==> src/rtl/edge_burst_gen_pkg.sv <==
// Shared definitions for the edge burst generator: state encoding and default widths.
package edge_burst_gen_pkg;

    localparam int DEF_CNT_W = 4;
    localparam int DEF_GAP_W = 8;

    typedef enum logic [1:0] {
        S_IDLE = 2'd0,
        S_WAIT = 2'd1,
        S_DONE = 2'd2
    } state_t;

endpackage

==> src/rtl/edge_burst_gen_gap_timer.sv <==
// Loadable down-counter that sets the spacing between toggles; it never wraps below zero.
module edge_burst_gen_gap_timer #(
    parameter int GAP_W = 8
) (
    input  logic             clk,
    input  logic             reset,
    input  logic             i_load,
    input  logic [GAP_W-1:0] i_load_val,
    input  logic             i_dec,
    output logic [GAP_W-1:0] o_value,
    output logic             o_zero
);

    logic [GAP_W-1:0] r_value;

    // Load has priority over decrement; decrement only while nonzero.
    always_ff @(posedge clk) begin
        if (reset)
            r_value <= '0;
        else if (i_load)
            r_value <= i_load_val;
        else if (i_dec && (r_value != '0))
            r_value <= r_value - GAP_W'(1);
    end

    assign o_value = r_value;
    assign o_zero  = (r_value == '0);

endmodule

==> src/rtl/edge_burst_gen.sv <==
// Emits a burst of 'count' level toggles on sig, spaced gap+1 cycles apart, then pulses done.
// start/count/gap are captured into a request register one edge before the burst begins.
module edge_burst_gen
    import edge_burst_gen_pkg::*;
#(
    parameter int CNT_W = DEF_CNT_W,
    parameter int GAP_W = DEF_GAP_W
) (
    input  logic             clk,
    input  logic             reset,
    input  logic             start,
    input  logic [CNT_W-1:0] count,
    input  logic [GAP_W-1:0] gap,
    output logic             sig,
    output logic             edgeStrobe,
    output logic             busy,
    output logic             done
);

    state_t           r_state, w_state_nxt;
    logic             r_req;
    logic [CNT_W-1:0] r_cnt_lat;
    logic [GAP_W-1:0] r_gap_lat;
    logic [CNT_W-1:0] r_remaining, w_rem_nxt;
    logic             r_sig, w_sig_nxt;
    logic             r_strobe, w_strobe_nxt;
    logic             r_busy, w_busy_nxt;
    logic             r_done, w_done_nxt;
    logic             w_load, w_dec, w_gap_zero;
    logic [GAP_W-1:0] w_gap_value;

    // Capture a request only while idle with nothing pending; count/gap frozen until the next one.
    always_ff @(posedge clk) begin
        if (reset) begin
            r_req     <= 1'b0;
            r_cnt_lat <= '0;
            r_gap_lat <= '0;
        end else if ((r_state == S_IDLE) && !r_req && start) begin
            r_req     <= 1'b1;
            r_cnt_lat <= count;
            r_gap_lat <= gap;
        end else begin
            r_req     <= 1'b0;
        end
    end

    edge_burst_gen_gap_timer #(.GAP_W(GAP_W)) u_gap (
        .clk        (clk),
        .reset      (reset),
        .i_load     (w_load),
        .i_load_val (r_gap_lat),
        .i_dec      (w_dec),
        .o_value    (w_gap_value),
        .o_zero     (w_gap_zero)
    );

    // Next-state and next-output logic; every output is registered below.
    always_comb begin
        w_state_nxt  = r_state;
        w_sig_nxt    = r_sig;
        w_strobe_nxt = 1'b0;
        w_done_nxt   = 1'b0;
        w_rem_nxt    = r_remaining;
        w_load       = 1'b0;
        w_dec        = 1'b0;
        case (r_state)
            S_IDLE: begin
                if (r_req) begin
                    if (r_cnt_lat != '0) begin
                        w_sig_nxt    = ~r_sig;
                        w_strobe_nxt = 1'b1;
                        w_rem_nxt    = r_cnt_lat - CNT_W'(1);
                        w_load       = 1'b1;
                        w_state_nxt  = S_WAIT;
                    end else begin
                        w_done_nxt   = 1'b1;
                        w_state_nxt  = S_DONE;
                    end
                end
            end
            S_WAIT: begin
                if (!w_gap_zero) begin
                    w_dec = 1'b1;
                end else if (r_remaining != '0) begin
                    w_sig_nxt    = ~r_sig;
                    w_strobe_nxt = 1'b1;
                    w_rem_nxt    = r_remaining - CNT_W'(1);
                    w_load       = 1'b1;
                end else begin
                    w_done_nxt   = 1'b1;
                    w_state_nxt  = S_DONE;
                end
            end
            S_DONE:  w_state_nxt = S_IDLE;
            default: w_state_nxt = S_IDLE;
        endcase
        w_busy_nxt = (w_state_nxt != S_IDLE);
    end

    // State, toggle counter and registered outputs; reset abandons any burst and forces sig low.
    always_ff @(posedge clk) begin
        if (reset) begin
            r_state     <= S_IDLE;
            r_remaining <= '0;
            r_sig       <= 1'b0;
            r_strobe    <= 1'b0;
            r_busy      <= 1'b0;
            r_done      <= 1'b0;
        end else begin
            r_state     <= w_state_nxt;
            r_remaining <= w_rem_nxt;
            r_sig       <= w_sig_nxt;
            r_strobe    <= w_strobe_nxt;
            r_busy      <= w_busy_nxt;
            r_done      <= w_done_nxt;
        end
    end

    assign sig        = r_sig;
    assign edgeStrobe = r_strobe;
    assign busy       = r_busy;
    assign done       = r_done;

endmodule

==> config.mk <==
export PLATFORM = sky130hd
export DESIGN_NAME = edge_burst_gen
export DESIGN_NICKNAME = d
export VERILOG_FILES = /design/src/rtl/edge_burst_gen_pkg.sv /design/src/rtl/edge_burst_gen_gap_timer.sv /design/src/rtl/edge_burst_gen.sv
export SDC_FILE = /design/constraint.sdc
export NUM_CORES = 1
export LEC_CHECK = 0
export CAP_MARGIN = 20
export CORE_ASPECT_RATIO = 1.25
export CORE_UTILIZATION = 48
export DETAILED_ROUTE_END_ITERATION = 6
export PLACE_DENSITY = 0.74
export SKIP_LAST_GASP = 1
export SYNTH_ARGS = -nofsm -noshare
export SYNTH_HDL_FRONTEND = slang
export SYNTH_HIERARCHICAL = 1
export SYNTH_SLANG_ARGS = --single-unit
==> constraint.sdc <==
create_clock -name clk -period 2.55 [get_ports clk]
set_input_delay 0.6375 -clock clk [delete_from_list [all_inputs] [get_ports clk]]
set_output_delay 0.6375 -clock clk [all_outputs]
set_load 0.02 [all_outputs]
==> impl_results.md <==
- Status: completed
- Avg Cell Area, Syn: 8.86 µm²
- Residual DRC count: 0
- Overall die area: 3290 µm²
- Antenna viol nets, final: 0
- Transition time at the pin with the least slew margin: between 0.5 and 0.6 ns
- Total Wirelength: 3150 µm
- Utilization after layout: ~60%
- Proportion of power drawn by combinational gates: a little under a quarter
- Worst path arrival time: 2.60 ns
- Worst Path Class, Setup: register to register
- Final Max Slew Viols: 0
- Number of buffers inserted to repair setup after CTS: 0
- Number of enable-type register cells in the synthesized netlist: 0
- Share of the synthesized area in the top cell type: between 40 and 50%
- Cell type contributing the most total cell area after synthesis: dfxtp_1
- Peak supply drop: 600 µV
- Final antenna diode count: 0
- Clock latency at the later pin of the worst-skew pair: between 0.3 and 0.4 ns
- Synthesized flop and latch total: 31
- Number of antenna violations at the first check in global routing: 0
- Post-synth ARST share: 0%
- Fraction of layout cells with a size suffix above 1: 15.8%
- Global-route wire length before repair: 5620 µm
- Final Instance Area: 1780 µm²
- Hold-fix buffers, CTS: 0
- Final Net Count: 207
- Primary FF master, synth: dfxtp_1
- Via count of the first global-routing pass: 1,251
- Static power due to leakage: about 0.66 nW
- Final critical-path share of the clock period: 93.1%
- Count of vias placed by the detailed router: 1,256
- Net switching component of the power: 0.338 mW
- Cells resized by post-CTS repair: 0
- Area of the core region: 2920 µm²
- Final setup TNS: 0 ns
- P_int: roughly 0.75 mW
- Clock tree sinks: 31
- Row Count: 22
- Worst hold slack after final layout: approximately 0.46 ns
- TritonCTS Buffers: 5
- Hold violation count in the final report: 0
- Number of ports placed on the die boundary: 19
- Number of max-cap violations: 0
- Detailed Route Iter0 Violations: 33
- I/O Buffers: 18
- Mean number of vias per cell: between 5 and 6
- Maximum number of pins on one net before global-route repair: 33
- Min Clock Period, post-route: 2.37 ns
- Max H-tree Level: 2
- Starting density of the core: between 50% and 60%
- Fraction of power consumed by sequential logic: 51.7%
- Cell area after technology mapping: 1470 µm²
- Signed area change from the synthesized netlist to the final layout: 20.8%
- Number of setup violations in the final report: 0
- Cell area after placement: 1710 µm²
- Root buffer selected by CTS: clkbuf_4
- First-pass DRT Iterations: 4
- Hpwl dp: 2270 µm
- Height of the die: 63.9 µm
- Clock Power Share: 24.7%
- Switching Fraction: 31.1%
- Overflow left after global routing: 0
- Rel. slew slack: between 60% and 70%
- Die Width: 51.5 µm
- Crit start category: register
- Tightest Hold Check Type: register to register
- Worst Skew: between 0.004 and 0.005 ns
- Required time worst endpoint: about 2.8 ns
- Number of cells produced by synthesis: 166
- Power density over the cells: 612 nW/µm²
- Routed len/inst: 13.9 µm
- Final total power: about 1.1 mW
- Distinct cell type count after synthesis: 44
- Part of the Yosys area used for sequential elements: between 40% and 50%
- TritonCTS clock tree: built
- RD Place Congestion: 0.884
- Max frequency: 421 MHz
- All-Layer GR Usage: 23.2%
- Buffers from clock root to sink, at most: 2
- Net count after synthesis: 184
- Largest cells by area after synthesis: dfxtp_1, nand2_1, a21oi_1
- Biggest fanout along the worst timing path: 8
- Ys Warns: 6
- Unrepaired setup endpoints after global routing: false
- Crit path capture type: register
- Clock-pin transition on the worst setup and hold timing paths: roughly 0.090 ns
power by group through the flow:
| stage | Combinational [mW] | Sequential (mW) | Clock, mW |
|---|---|---|---|
| 6_report | 0.257 | 0.562 | 0.269 |
| 5_1_grt | 0.284 | 0.567 | 0.310 |
| 4_1_cts | 0.249 | 0.560 | 0.281 |
| 3_5_place_dp | 0.246 | 0.571 | 0 |
| 3_3_place_gp | 0.237 | 0.568 | 0 |
| 2_1_floorplan | 0.173 | 0.566 | 0 |
worst max-delay path: stages (launching register included):
cell and delay [ns]:
dfxtp_1 0.36, or4_4 0.60, nor4_4 0.25, inv_1 0.13, o32ai_4 0.37, buf_4 0.23, o21ai_1 0.08, a32o_1 0.25
area by class of cell:
cell class	count	area, µm²
Fill cell	266	1140
Multi-Input combinational cell	120	808
Sequential cell	31	621
Timing Repair Buffer	23	218
Clock buffer	7	45.0
Tap cell	36	45.0
Inverter	8	33.8
Clock inverter	1	5.00
worst paths after layout:
check,from,end,slack (ns),depth (start not counted)
max,u_gap/o_value[2]$_SDFFE_PP0P_,r_remaining[3]$_SDFFE_PP0P_,0.18,7
min reg2reg,r_gap_lat[2]$_SDFFE_PP0P_,r_gap_lat[2]$_SDFFE_PP0P_,0.46,2
max reg2reg,u_gap/o_value[2]$_SDFFE_PP0P_,r_remaining[3]$_SDFFE_PP0P_,0.18,7
min,r_gap_lat[2]$_SDFFE_PP0P_,r_gap_lat[2]$_SDFFE_PP0P_,0.46,2
layout by cell type (no fill, tap or decap), drive strengths merged, types with 2 or more instances in the layout:
cell type / instances
nor2: 16
a21oi: 19
clkdlybuf4s50: 18
a311oi: 2
or4: 5
nor4: 3
or3: 2
nand2: 26
mux2i: 5
o21ai: 5
nor3: 5
or3b: 2
buf: 5
ha: 3
clkbuf: 7
dfxtp: 31
xnor2: 4
inv: 7
nor3b: 3
a211oi: 4
cells by family after synthesis:
group | count (synthesis) | synth area share (%)
flip-flops | 31 | 42.2
multiplexers | 5 | 3.40
adder cells (fa/ha/maj) | 3 | 2.55
buffers and inverters | 15 | 4.42
AO/OA/AOI/OAI | 38 | 18.9
AND/OR/NAND/NOR | 70 | 26.1
XOR/XNOR | 4 | 2.38
sequential cells by signal, summed over array words and instances (netlist names):
| register | cells |
|---|---|
| done | 1 |
| r_gap_lat | 8 |
| sig | 1 |
| r_req | 1 |
| edgeStrobe | 1 |
| r_state | 2 |
| busy | 1 |
| r_remaining | 4 |
| u_gap/o_value | 8 |
| r_cnt_lat | 4 |
layer usage:
layer / vias to the layer above / GRT usage [%] / share of wire [%]
met3: 4 / 8.57 / 3.1
met2: 16 / 35.9 / 50
met1: 596 / 29.2 / 46
met5: - / 0 / 0
li1: 640 / - / -
met4: 0 / 8.11 / 1.4
per-stage QoR:
step / setup slack (ns) / cells
after floorplan: 0.0198 / 166
after CTS: 0.112 / 226
after detailed placement: 0.168 / 218
after global placement: 0.228 / 218
final: 0.176 / 226
after global routing: 0.0208 / 226
synth_stat cells (2+ instances only):
library cell and number:
nor2_1 16, dfxtp_1 31, nor3_1 5, a311oi_1 2
nor4_2 2, mux2i_1 5, nor3b_1 3, o21ai_0 4
clkbuf_1 4, a211oi_1 3, a21oi_1 19, or3_2 2
inv_1 7, or4_1 2, xnor2_1 4, nand2_1 26
or4_2 2, ha_1 3
Note: power is estimated with default switching activity, not from simulation.
